**src/rtl/alu_pkg.sv**
```systemverilog
// Shared definitions for the EX-stage ALU sequencer: function codes,
// FSM state encoding and the default operand width.
package alu_pkg;

  localparam int WIDTH_DEFAULT = 16;

  localparam logic [2:0] FUNC_ADD = 3'b000;
  localparam logic [2:0] FUNC_SUB = 3'b001;
  localparam logic [2:0] FUNC_AND = 3'b010;
  localparam logic [2:0] FUNC_OR  = 3'b011;
  localparam logic [2:0] FUNC_MUL = 3'b100;
  localparam logic [2:0] FUNC_DIV = 3'b101;
  // 3'b110 and 3'b111 are illegal and complete in one cycle with res_illegal set.

  typedef enum logic [1:0] {
    IDLE = 2'd0,
    MUL  = 2'd1,
    DIV  = 2'd2,
    DONE = 2'd3
  } state_e;

endpackage

```
**src/rtl/alu_muldiv_sequencer_if.sv**
```systemverilog
// Request/result bundle between the pipeline (master) and the ALU sequencer (slave).
interface alu_muldiv_sequencer_if
  import alu_pkg::*;
#(
  parameter int WIDTH = WIDTH_DEFAULT
);

  logic               req_valid;
  logic               req_ready;
  logic [2:0]         req_func;
  logic [WIDTH-1:0]   req_a;
  logic [WIDTH-1:0]   req_b;
  logic               res_valid;
  logic [2*WIDTH-1:0] res_out;
  logic               res_of;
  logic               res_dz;
  logic               res_illegal;
  logic               busy;

  modport master (
    output req_valid, req_func, req_a, req_b,
    input  req_ready, res_valid, res_out, res_of, res_dz, res_illegal, busy
  );

  modport slave (
    input  req_valid, req_func, req_a, req_b,
    output req_ready, res_valid, res_out, res_of, res_dz, res_illegal, busy
  );

endinterface

```
**src/rtl/alu_muldiv_step.sv**
```systemverilog
// One combinational iteration of shift-add multiply or restoring divide.
// acc is the product high half (MUL) or the partial remainder (DIV).
module alu_muldiv_step
  import alu_pkg::*;
#(
  parameter int WIDTH = WIDTH_DEFAULT
) (
  input  logic             is_div_i,
  input  logic [WIDTH-1:0] acc_i,
  input  logic [WIDTH-1:0] lo_i,
  input  logic [WIDTH-1:0] opnd_i,
  output logic [WIDTH-1:0] acc_o,
  output logic             bit_o
);

  logic [WIDTH:0] sum;
  logic [WIDTH:0] shifted;
  logic [WIDTH:0] diff;

  always_comb begin
    // NOTE: every output gets a value before any branch so no latch is inferred.
    acc_o   = acc_i;
    bit_o   = 1'b0;
    sum     = {1'b0, acc_i} + (lo_i[0] ? {1'b0, opnd_i} : '0);
    shifted = {acc_i, lo_i[WIDTH-1]};
    diff    = shifted - {1'b0, opnd_i};

    if (is_div_i) begin
      // A borrow out of the trial subtraction means the divisor did not fit: restore.
      if (diff[WIDTH]) begin
        acc_o = shifted[WIDTH-1:0];
        bit_o = 1'b0;
      end else begin
        acc_o = diff[WIDTH-1:0];
        bit_o = 1'b1;
      end
    end else begin
      // MUL: bit_o is the product bit that drops out of the high half into the low half.
      acc_o = sum[WIDTH:1];
      bit_o = sum[0];
    end
  end

endmodule

```
**src/rtl/alu_muldiv_sequencer.sv**
```systemverilog
// EX-stage ALU controller: single-cycle ADD/SUB/AND/OR, iterative MUL/DIV
// over WIDTH cycles with busy for pipeline stall, flush abort.
module alu_muldiv_sequencer
  import alu_pkg::*;
#(
  parameter int WIDTH = WIDTH_DEFAULT
) (
  input  logic                          clk,
  input  logic                          rst,
  input  logic                          flush,
  alu_muldiv_sequencer_if.slave         bus
);

  localparam int                CNT_W     = $clog2(WIDTH + 1);
  localparam logic [CNT_W-1:0]  LAST_ITER = CNT_W'(WIDTH - 1);

  state_e               state_q,   state_d;
  logic [CNT_W-1:0]     cnt_q,     cnt_d;
  logic [WIDTH-1:0]     acc_q,     acc_d;
  logic [WIDTH-1:0]     lo_q,      lo_d;
  logic [WIDTH-1:0]     opnd_q,    opnd_d;
  logic                 dz_pend_q, dz_pend_d;
  logic [2*WIDTH-1:0]   res_out_q, res_out_d;
  logic                 res_of_q,  res_of_d;
  logic                 res_dz_q,  res_dz_d;
  logic                 res_ill_q, res_ill_d;

  logic                 ready;
  logic                 accept;
  logic [WIDTH:0]       add_sum;
  logic [WIDTH:0]       sub_diff;
  logic [WIDTH-1:0]     step_acc;
  logic                 step_bit;
  logic [WIDTH-1:0]     lo_next;

  assign ready    = (state_q == IDLE) || (state_q == DONE);
  assign accept   = bus.req_valid & ready & ~flush;
  assign add_sum  = {1'b0, bus.req_a} + {1'b0, bus.req_b};
  assign sub_diff = {1'b0, bus.req_a} - {1'b0, bus.req_b};

  alu_muldiv_step #(
    .WIDTH (WIDTH)
  ) u_step (
    .is_div_i (state_q == DIV),
    .acc_i    (acc_q),
    .lo_i     (lo_q),
    .opnd_i   (opnd_q),
    .acc_o    (step_acc),
    .bit_o    (step_bit)
  );

  // MUL shifts the multiplier right while product bits enter at the top;
  // DIV shifts the dividend out at the top while quotient bits enter at the bottom.
  assign lo_next = (state_q == DIV) ? {lo_q[WIDTH-2:0], step_bit}
                                    : {step_bit, lo_q[WIDTH-1:1]};

  always_comb begin
    state_d   = state_q;
    cnt_d     = cnt_q;
    acc_d     = acc_q;
    lo_d      = lo_q;
    opnd_d    = opnd_q;
    dz_pend_d = dz_pend_q;
    res_out_d = res_out_q;
    res_of_d  = res_of_q;
    res_dz_d  = res_dz_q;
    res_ill_d = res_ill_q;

    if (flush) begin
      // Abort wins over everything, including a simultaneous request and a final iteration.
      state_d = IDLE;
      cnt_d   = '0;
    end else begin
      case (state_q)
        IDLE, DONE: begin
          state_d = IDLE;
          if (accept) begin
            case (bus.req_func)
              FUNC_ADD: begin
                state_d   = DONE;
                res_out_d = {{WIDTH{1'b0}}, add_sum[WIDTH-1:0]};
                res_of_d  = add_sum[WIDTH];
                res_dz_d  = 1'b0;
                res_ill_d = 1'b0;
              end
              FUNC_SUB: begin
                state_d   = DONE;
                res_out_d = {{WIDTH{1'b0}}, sub_diff[WIDTH-1:0]};
                res_of_d  = sub_diff[WIDTH];
                res_dz_d  = 1'b0;
                res_ill_d = 1'b0;
              end
              FUNC_AND: begin
                state_d   = DONE;
                res_out_d = {{WIDTH{1'b0}}, bus.req_a & bus.req_b};
                res_of_d  = 1'b0;
                res_dz_d  = 1'b0;
                res_ill_d = 1'b0;
              end
              FUNC_OR: begin
                state_d   = DONE;
                res_out_d = {{WIDTH{1'b0}}, bus.req_a | bus.req_b};
                res_of_d  = 1'b0;
                res_dz_d  = 1'b0;
                res_ill_d = 1'b0;
              end
              FUNC_MUL: begin
                state_d   = MUL;
                cnt_d     = '0;
                acc_d     = '0;
                lo_d      = bus.req_b;
                opnd_d    = bus.req_a;
                dz_pend_d = 1'b0;
              end
              FUNC_DIV: begin
                state_d   = DIV;
                cnt_d     = '0;
                acc_d     = '0;
                lo_d      = bus.req_a;
                opnd_d    = bus.req_b;
                dz_pend_d = (bus.req_b == '0);
              end
              default: begin
                state_d   = DONE;
                res_out_d = '0;
                res_of_d  = 1'b0;
                res_dz_d  = 1'b0;
                res_ill_d = 1'b1;
              end
            endcase
          end
        end
        MUL, DIV: begin
          acc_d = step_acc;
          lo_d  = lo_next;
          cnt_d = cnt_q + CNT_W'(1);
          if (cnt_q == LAST_ITER) begin
            state_d   = DONE;
            cnt_d     = '0;
            res_out_d = {step_acc, lo_next};
            res_of_d  = 1'b0;
            res_dz_d  = dz_pend_q;
            res_ill_d = 1'b0;
          end
        end
        default: state_d = IDLE;
      endcase
    end
  end

  // NOTE: non-blocking assignments here so every register samples the pre-edge values.
  always_ff @(posedge clk or posedge rst) begin
    if (rst) begin
      // NOTE: datapath registers are reset too; they are plain flops, not a RAM, and res_out is observable.
      state_q   <= IDLE;
      cnt_q     <= '0;
      acc_q     <= '0;
      lo_q      <= '0;
      opnd_q    <= '0;
      dz_pend_q <= 1'b0;
      res_out_q <= '0;
      res_of_q  <= 1'b0;
      res_dz_q  <= 1'b0;
      res_ill_q <= 1'b0;
    end else begin
      state_q   <= state_d;
      cnt_q     <= cnt_d;
      acc_q     <= acc_d;
      lo_q      <= lo_d;
      opnd_q    <= opnd_d;
      dz_pend_q <= dz_pend_d;
      res_out_q <= res_out_d;
      res_of_q  <= res_of_d;
      res_dz_q  <= res_dz_d;
      res_ill_q <= res_ill_d;
    end
  end

  assign bus.req_ready   = ready;
  assign bus.res_valid   = (state_q == DONE);
  assign bus.busy        = (state_q == MUL) || (state_q == DIV);
  assign bus.res_out     = res_out_q;
  assign bus.res_of      = res_of_q;
  assign bus.res_dz      = res_dz_q;
  assign bus.res_illegal = res_ill_q;

endmodule
```
**src/flat_wrapper.sv**
```systemverilog
// flat-port wrapper written by rule: the top's interface ports become plain ports
module alu_muldiv_sequencer_flat import alu_pkg::*;
#(
  parameter int WIDTH = WIDTH_DEFAULT
)
  (clk, rst, flush, bus_req_valid, bus_req_func, bus_req_a, bus_req_b, bus_req_ready, bus_res_valid, bus_res_out, bus_res_of, bus_res_dz, bus_res_illegal, bus_busy);
  alu_muldiv_sequencer_if #(.WIDTH(WIDTH)) bus_i ();
  input  logic clk;
  input  logic rst;
  input  logic flush;
  input wire logic [$bits(bus_i.req_valid)-1:0] bus_req_valid;
  input wire logic [$bits(bus_i.req_func)-1:0] bus_req_func;
  input wire logic [$bits(bus_i.req_a)-1:0] bus_req_a;
  input wire logic [$bits(bus_i.req_b)-1:0] bus_req_b;
  output wire logic [$bits(bus_i.req_ready)-1:0] bus_req_ready;
  output wire logic [$bits(bus_i.res_valid)-1:0] bus_res_valid;
  output wire logic [$bits(bus_i.res_out)-1:0] bus_res_out;
  output wire logic [$bits(bus_i.res_of)-1:0] bus_res_of;
  output wire logic [$bits(bus_i.res_dz)-1:0] bus_res_dz;
  output wire logic [$bits(bus_i.res_illegal)-1:0] bus_res_illegal;
  output wire logic [$bits(bus_i.busy)-1:0] bus_busy;
  assign bus_i.req_valid = bus_req_valid;
  assign bus_i.req_func = bus_req_func;
  assign bus_i.req_a = bus_req_a;
  assign bus_i.req_b = bus_req_b;
  assign bus_req_ready = bus_i.req_ready;
  assign bus_res_valid = bus_i.res_valid;
  assign bus_res_out = bus_i.res_out;
  assign bus_res_of = bus_i.res_of;
  assign bus_res_dz = bus_i.res_dz;
  assign bus_res_illegal = bus_i.res_illegal;
  assign bus_busy = bus_i.busy;
  alu_muldiv_sequencer #(.WIDTH(WIDTH)) u_core (.clk(clk), .rst(rst), .flush(flush), .bus(bus_i));
endmodule
```
**config.mk**
```make
export PLATFORM = sky130hd
export DESIGN_NAME = alu_muldiv_sequencer_flat
export DESIGN_NICKNAME = d
export VERILOG_FILES = /design/src/rtl/alu_pkg.sv /design/src/rtl/alu_muldiv_sequencer_if.sv /design/src/rtl/alu_muldiv_step.sv /design/src/rtl/alu_muldiv_sequencer.sv /design/src/flat_wrapper.sv
export SDC_FILE = /design/constraint.sdc
export NUM_CORES = 1
export LEC_CHECK = 0
export CORE_MARGIN = 2
export CORE_UTILIZATION = 43
export CTS_CLUSTER_DIAMETER = 100
export DETAILED_ROUTE_END_ITERATION = 10
export SLEW_MARGIN = 15
export SYNTH_ARGS = -nofsm -noshare
export SYNTH_HDL_FRONTEND = slang
export SYNTH_SLANG_ARGS = --single-unit
```
**constraint.sdc**
```tcl
create_clock -name clk -period 3.7 [get_ports clk]
set_input_delay 0.74 -clock clk [delete_from_list [all_inputs] [get_ports clk]]
set_output_delay 0.74 -clock clk [all_outputs]
set_load 0.01 [all_outputs]
```
## Word-level counts from Yosys, hierarchy flattened

Cells that the tools add are included.

- $add $sub $neg: 5
- Equal/unequal tests: 17
- Muxes and demuxes: 39
- Bitwise gates (word level): 5
- Reduce and logical (&&, ||, !) cells: 15

Operators by type and width:

| cell | count |
|---|---|
| 32-bit one-hot mux with 5 select lines | 1 |
| 16-bit one-hot mux with 2 select lines | 4 |
| 16-bit two-way mux | 7 |
| 32-bit two-way mux | 2 |
| 32-bit one-hot mux with 2 select lines | 1 |
| 5-bit two-way mux | 4 |
| 16-bit by 16-bit adder with 17-bit output | 1 |
| 16-bit by 17-bit adder with 17-bit output | 1 |
| 16-bit by 16-bit subtractor with 17-bit output | 1 |
| 17-bit by 16-bit subtractor with 17-bit output | 1 |
| 16-bit bitwise AND | 1 |
| 16-bit logical NOT | 1 |
| 16-bit OR | 1 |
| 1-bit one-hot mux with 2 select lines | 5 |
| 5-bit one-hot mux with 2 select lines | 1 |
| 1-bit two-way mux | 8 |
| 2-bit one-hot mux with 2 select lines | 2 |
| 4-bit AND reduction | 2 |
| 3-bit by 2-bit == test with 1-bit output, second input constant | 2 |
| 3-bit == test, second input constant | 2 |
| 2-bit two-way mux | 3 |
| 3-bit by 2-bit != test with 1-bit output, second input constant | 2 |
| 3-bit != test, second input constant | 2 |
| 3-bit AND reduction | 2 |
| 17 further kinds | 24 |

- Register bits after elaboration: 91
- Input port bits: 39
- Output and inout bits: 38
- Word-level logic and storage cells: 91

## Logic depth before layout (Yosys ltp)

Gate-level depths: netlist (run 1).

- Word-level depth: 7
- Gate-level depth with buffers: 14
- Gate-level depth less buffers: 13

## By module

A second synthesis (run 1) with hierarchy kept.

- Cells, all modules: 1118
- Area, all modules: 8608.3 µm²

Modules (own cells, without submodules):

| module | instances | cells each | area an instance (µm²) | sequential area each (µm²) |
|---|---|---|---|---|
| alu_muldiv_sequencer | 1 | 831 | 6602.6 | 2277.2 |
| alu_muldiv_step | 1 | 287 | 2005.7 | 0.0 |

## Worst setup path after synthesis (run 1)

OpenSTA, ideal clock, no wires.

- Path kind: input to register
- Start: in bus_req_b[1]
- End: reg u_core.res_out_q[11] (netlist: u_core.bus.res_out[11])
- Setup time: 0.082 ns
- Arrival time: 3.000 ns
- Required time: 3.618 ns
- Setup slack: 0.618 ns
- Cell stages on the path: 11
- Buffers on the path: 0
- Cells stage by stage: inv_1 -> ha_1 -> a21o_1 -> a21o_1 -> a2111oi_0 -> o21bai_1 -> a41oi_1 -> nor3_1 -> a2111oi_0 -> o21ai_0 -> a31oi_1

- Longest elaborated chain between the ends: 4
- Elaborated cells on any way between the ends: 5
- Classes of those cells: add/sub (2); mux (3)

Ends and longest elaborated chain:

| element | line | RTL |
|---|---|---|
| start, declared | flat_wrapper.sv:14 | `input wire logic [$bits(bus_i.req_b)-1:0] bus_req_b;` |
| 16-bit by 16-bit subtractor with 17-bit output / 16-bit by 16-bit adder with 17-bit output (equally long branches) | alu_muldiv_sequencer.sv:39, alu_muldiv_sequencer.sv:38 |  |
| 32-bit one-hot mux with 5 select lines (*) | alu_muldiv_sequencer.sv:78 | `case (bus.req_func)` |
| 32-bit two-way mux (*) | alu_muldiv_sequencer.sv:77 | `if (accept) begin` |
| 32-bit one-hot mux with 2 select lines (*) | alu_muldiv_sequencer.sv:74 | `case (state_q)` |
| end signal, assigned | alu_muldiv_sequencer.sv:172 | `res_out_q <= res_out_d;` |
| end, declared | alu_muldiv_sequencer.sv:23 | `logic [2*WIDTH-1:0] res_out_q, res_out_d;` |

Mark *: on every way between the ends. The rest lies on a longest branch, timed or not. The select of a mux whose other input is x is not followed.
A chain may end at the register's enable or synchronous reset.

## Final worst setup path (run 1)

Ends and elaborated chain as after synthesis.

==> results of run 1 <==
==> power groups by stage <==
stage / registers [mW] / logic [mW] / clock network, mW
after floorplan: 1.70 / 3.08 / 0
after global placement: 1.76 / 4.44 / 0
after detailed placement: 1.76 / 4.48 / 0
after CTS: 1.75 / 4.50 / 1.02
after global routing: 1.81 / 5.01 / 1.06
final: 1.75 / 4.51 / 1.01
==> layout make-up <==
type / count / area share (%)
multi-input cells: 803 / 55.1
flip-flops and latches: 91 / 23.3
repair buffers: 131 / 12.4
well taps: 234 / 3.00
inverters: 76 / 2.95
clock buffers: 11 / 2.38
clock inverters: 5 / 0.872
==> worst paths after layout <==
| check | from | to | slack, ns | cells after the start |
|---|---|---|---|---|
| worst max-delay path | bus_req_b[1] | u_core.bus.res_out[11] | 0.22 | 12 |
| worst min-delay path | u_core.bus.res_out[30] | u_core.bus.res_out[30] | 0.47 | 2 |
| worst max register to register | u_core.lo_q[15] | u_core.acc_q[12] | 0.27 | 13 |
| worst min register to register | u_core.bus.res_out[30] | u_core.bus.res_out[30] | 0.47 | 2 |
| max in group asynchronous | rst | u_core.acc_q[13] | 2.29 | 3 |
| min in group asynchronous | rst | u_core.bus.res_out[0] | 0.72 | 2 |
==> kinds of logic (layout without fill, tap and decap cells) <==
family	after synthesis	count (layout)	synth area share, %
AOI/OAI and AO/OA	342	342	26.3
xor gates and xnor gates	39	39	4.22
adders and majority gates	91	91	14.4
buffers and inverters	127	223	6.00
DFF	91	91	28.2
muxes	30	30	3.99
and+or+nand+nor	301	301	16.9
==> through the flow <==
stage,utilization (%),cell area [um^2],setup TNS (ns)
global placement,50.7,9420,-0.861
detailed placement,50.7,9420,-0.953
global route,52.5,9760,0
finish,52.5,9760,0
CTS,52.4,9740,0
floorplan,-,8090,0
==> repair_timing <==
action / in CTS / in global routing
resized for setup: 0 / 5
setup endpoints to repair: 0 / 4
buffers inserted: 0 / 0
==> worst max-delay path: cells and delay by family <==
kind | cells | cell delay, ns
AND/OR/NAND/NOR | 1 | 0.10
adder cells (fa/ha/maj) | 1 | 0.32
AO/OA/AOI/OAI | 8 | 2.03
buffers and inverters | 2 | 0.58
==> registers in the layout, indices dropped and copies added (netlist names) <==
| register | cells |
|---|---|
| u_core.bus.res_out | 32 |
| u_core.acc_q | 16 |
| u_core.lo_q | 16 |
| u_core.opnd_q | 16 |
| u_core.cnt_q | 5 |
| u_core.state_q | 2 |
| u_core.bus.res_dz | 1 |
| u_core.bus.res_illegal | 1 |
| u_core.bus.res_of | 1 |
| u_core.dz_pend_q | 1 |
==> cell usage in the layout, fill, tap and decap left out, types with 16 or more instances in the layout <==
cell,count
a21o_1,18
a21oi_1,89
nand3_1,16
o211ai_1,21
and2_1,19
buf_4,52
o21ai_0,102
nand2_1,104
a211oi_1,32
clkdlybuf4s50_1,75
inv_1,75
dfrtp_1,91
mux2_2,18
xnor2_1,27
nor2_1,93
ha_1,86
==> layer usage <==
layer | track usage (%) | share of wire, % | vias up
met2 | 38.2 | 43 | 253
met3 | 3.94 | 5.6 | 30
met1 | 38.0 | 49 | 3605
met4 | 6.89 | 2.2 | 0
li1 | - | - | 3815
met5 | 0 | 0 | -
==> results.ini, run 1 <==
[yosys]
ys_top_cells_by_count=104 x nand2_1, 102 x o21ai_0, 94 x nor2_1, 91 x dfrtp_1, 90 x a21oi_1
ys_dominant_reg_cell=dfrtp_1
synth_nets=1151
synth_edf_count=0
synth_most_common_cell=nand2_1
yosysWarnings=0
ys_ff_latch=91
yosys.area.top_type=dfrtp_1
synthTopCellsByArea=dfrtp_1 28%, ha_1 13%, o21ai_0 6.3%
async_flop_share_pct=100
synth-seq-area-share_pct=28.2
syn_area_per_cell_um2=7.92
netlist.area_leader.share_pct=28.2
syn_area_um2=8090
synthCells=1021
yosysUniqueCellTypes=61

[layout]
multiInputGateArea_um2=5380
regArea_um2=2280
antenna_cells=0
num-fill-cells=1806
syn_to_final_growth_pct=20.7
drive_above_1_share_pct=9.13
final_nets=1242
stdcell_count=1351

[detailed_routing]
routed_wl_um=25100
vias_per_cell=5.70
num_vias=7703
drtIter0Drc=589
dr.pass1.iters=5
drt.antenna.violating_nets=0
wire_per_inst_um=18.6
drcViolationCount=0

[clocking]
hold_buffers=0
clk-insertion-delay-late_ns=0.35
cts_sinks=91
ctsLongestPathBuffers=2
path_clk_slew_ns=0.07
cts_root_buf=clkbuf_16
numCtsBuffers=9
cts_tree=done
htreeDepth=3

[run_status]
status=finished, final reports clean

[die]
start_util_pct=43.5
ios=77
design.core.area_um2=18600
die_area_um2=19900
die_width_um=141
rows=50
die_h_um=141

[global_routing]
antenna_found_initial=0
grt_pass1_vias=7125
gr-total-overflow=0
grt_pass1_wl_um=39900
grt_max_degree=63
grt_usage_pct=25.5

[sta]
fin_ws_ns=0.216
tightest_slew_ns=0.706
skew_ns=0.0114
holdWs_ns=0.475
rsz0062_at_grt=no
hold_violations=0
slew_viol_final=0
fin_crit_ns=3.48
fmax_mhz=287
max_slew_margin_pct=52.6
finalSetupViolCount=0
period_share_pct=94.2

[power]
switchingPower_mw=3.33
p_sw_share_pct=45.8
internal-power_mw=3.94
power_frac_comb_pct=62.1
ir_drop_mv=0.261
seq_power_share_pct=24.1
total_power_mw=7.27
powerDensity_nw_per_um2=745
p_leak_nw=4.43
clkPwrFrac_pct=13.8

[worst_setup_path]
critPathArrivalTime_ns=3.76
start_kind=input port
required_ns=3.98
crit_slowest_cell=clkdlybuf4s50_1
endpoint_kind=flip-flop
critPathKind=input port to flip-flop
crit_path_max_incr_delay_ns=0.50
cp_cell_sequence=clkdlybuf4s50_1, inv_1, ha_1, a21o_1, a21o_1, a2111oi_1, o21bai_1, a41oi_2, nor3_1, a2111oi_1, o21ai_0, a31oi_1
cp_max_fo=3

[place]
hpwl_um=19700
gp_congestion=0.980
dp_slack_ns=-0.284
io_buffers=76
dp_cells=1335

[min_path]
hold_path_class=flip-flop to flip-flop

[flow_run]
drv_cap=0

Power figures use the tool's default switching activity.
==> inputs of run 2 (changes only) <==
PLACE_DENSITY_LB_ADDON = 0.25   (was unset)
==> results.ini, run 2 (synthesis gave the netlist of run 1 again) <==
[global_routing]
grt_usage_pct=25.5  ; +0.062 points
antenna_found_initial=0  ; unchanged
grt_pass1_vias=7376  ; +3.5%
grt_pass1_wl_um=40100  ; +0.50%
grt_max_degree=75  ; +19%
gr-total-overflow=0  ; unchanged

[worst_setup_path]
required_ns=3.98  ; about the same
critPathArrivalTime_ns=3.71  ; -0.05 ns
crit_slowest_cell=clkdlybuf4s50_1
worst-r2r-cell-count=13  ; unchanged
worstPathBufferInverterCount=2  ; unchanged
critPathKind=input port to flip-flop
crit_path_max_incr_delay_ns=0.49  ; about the same
cp_cell_sequence=clkdlybuf4s50_1, inv_1, ha_1, a21o_1, a21o_1, a2111oi_1, o21bai_1, a41oi_2, nor3_1, a2111oi_0, o21ai_0, a31oi_1
start_kind=input port
cpMostUsedCell=a21o_1
rrSetupSlack_ns=0.29  ; +0.02 ns
rr_endpoint=u_core.bus.res_out[27]
cp_max_fo=3  ; unchanged
rr_startpoint=u_core.lo_q[15]
endpoint_kind=flip-flop
cp-startpoint=bus_req_b[1]
crit_family=compound AO/OA/AOI/OAI gates

[clocking]
cts_sinks=91  ; unchanged
numCtsBuffers=9  ; unchanged
hold_buffers=0  ; unchanged
cts_root_buf=clkbuf_16
ctsLongestPathBuffers=2  ; unchanged
cts_resized=0  ; unchanged
clk-insertion-delay-late_ns=0.36  ; about the same
htreeDepth=3  ; unchanged
cts_tree=done
cts_setup_buffers=0  ; unchanged
path_clk_slew_ns=0.07  ; about the same

[power]
clkPwrFrac_pct=12.3  ; -1.5 points
ir_drop_mv=0.426  ; +63%
seq_power_share_pct=24.5  ; +0.4 points
power_frac_comb_pct=63.2  ; +1.1 points
internal-power_mw=3.80  ; -3.6%
p_sw_share_pct=46.5  ; +0.69 points
total_power_mw=7.10  ; -2.3%
p_leak_nw=4.42  ; -0.13%
powerDensity_nw_per_um2=729  ; -2.1%
switchingPower_mw=3.30  ; -0.84%

[detailed_routing]
dr.pass1.iters=5  ; unchanged
vias_per_cell=5.74  ; +0.76%
drt.antenna.violating_nets=0  ; unchanged
drtIter0Drc=700  ; +19%
wire_per_inst_um=18.4  ; -1.1%
drcViolationCount=0  ; unchanged
routed_wl_um=24900  ; -0.71%
num_vias=7790  ; +1.1%

[layout]
stdcell_count=1356  ; +0.37%
largest_register_ffs=32  ; unchanged
layout_commonest_cell=nand2_1
drive_above_1_share_pct=9.63  ; +0.49 points
layout_common_cells=104 x nand2_1, 101 x o21ai_0, 93 x nor2_1, 91 x dfrtp_1, 89 x a21oi_1
final_nets=1247  ; +0.40%
antenna_cells=0  ; unchanged
syn_to_final_growth_pct=20.4

[place]
dp_cells=1340  ; +0.37%
io_buffers=76  ; unchanged
hpwl_um=19800  ; +0.58%
gp_congestion=0.983  ; +0.34%

[die]
die_width_um=141  ; unchanged
design.core.area_um2=18600  ; unchanged
die_area_um2=19900  ; unchanged
ios=77  ; unchanged
rows=50  ; unchanged
die_h_um=141  ; unchanged
start_util_pct=43.5  ; unchanged

[sta]
max_slew_margin_pct=51.0  ; -1.6 points
period_share_pct=92.7  ; -1.5 points
tightest_slew_ns=0.733  ; +0.0275 ns
finalSetupTns_ns=0  ; unchanged
skew_ns=0.0102  ; -0.00126 ns
fmax_mhz=292  ; +1.6%
rsz0062_at_grt=no
finalSetupViolCount=0  ; unchanged
slew_viol_final=0  ; unchanged
hold_violations=0  ; unchanged
fin_crit_ns=3.43  ; -0.0539 ns

[flow_run]
drv_cap=0  ; unchanged

[run_status]
status=finished, final reports clean

[min_path]
holdPathEnd=u_core.bus.res_out[0]
min_path_cells=2  ; unchanged
hold_path_class=flip-flop to flip-flop
holdCritStartpoint=u_core.bus.res_out[0]

## run 2: cell types whose count changed in the layout (fill, tap and decap cells not counted), sizes merged
cell	previous run	this run
buf	56	61
bufinv	2	0
clkinv	1	2
clkinvlp	1	2
## run 2: how the worst max path moves through the flow
stage,to,slack [ns],cells after the start
after global routing,u_core.bus.res_out[11],0.03,12
after global placement,u_core.bus.res_out[11],-0.20,12
final,u_core.bus.res_out[11],0.27,12
after detailed placement,u_core.bus.res_out[11],-0.19,12
after CTS,u_core.bus.res_out[27],0.14,13
after floorplan,u_core.acc_q[0],0.60,1
## run 2: power by group through the flow
stage | combinational, mW | sequential (mW) | clock (mW)
after global placement | 4.41 | 1.74 | 0
after CTS | 4.48 | 1.73 | 0.893
final | 4.49 | 1.74 | 0.876
after detailed placement | 4.45 | 1.74 | 0
after floorplan | 3.08 | 1.70 | 0
after global routing | 5.00 | 1.78 | 0.921
## run 2: area by class of cell
cell class / count / area (um^2)
fillers: 1807 / 8840
flip-flops and latches: 91 / 2280
inverters: 76 / 288
multi-input cells: 803 / 5380
clock inverters: 5 / 37.5
clock buffers: 11 / 233
repair buffers: 136 / 1230
well taps: 234 / 293
## run 2: worst reg2reg max path: stages (launching register included)
cell and delay [ns]:
dfrtp_1 0.40, inv_1 0.14, ha_1 0.18, inv_1 0.05
fa_1 0.42, a211oi_1 0.28, o21ai_1 0.18, o21ai_1 0.30
a211oi_1 0.16, a311oi_4 0.27, buf_12 0.22, mux2_2 0.36
a21oi_1 0.22, o21ai_0 0.12
## run 2: through the flow
stage | cell area (um^2) | utilization, % | worst slack [ns] | hold WS [ns]
6_report | 9740 | 52.4 | 0.270 | 0.481
5_1_grt | 9740 | 52.4 | 0.0321 | 0.510
4_1_cts | 9720 | 52.3 | 0.144 | 0.486
3_5_place_dp | 9450 | 50.8 | -0.187 | 0.470
3_3_place_gp | 9450 | 50.8 | -0.200 | 0.465
2_1_floorplan | 8090 | - | 0.596 | 0.450
## run 2: routing by layer
| metal | share of wire [%] | routed length [um] | GRT usage [%] | up-vias |
|---|---|---|---|---|
| li1 | - | - | - | 3822 |
| met1 | 47 | 11700 | 36.5 | 3697 |
| met2 | 44 | 11000 | 39.3 | 240 |
| met3 | 6.4 | 1600 | 4.86 | 31 |
| met4 | 2.2 | 545 | 7.37 | 0 |
| met5 | 0 | 0 | 0 | - |
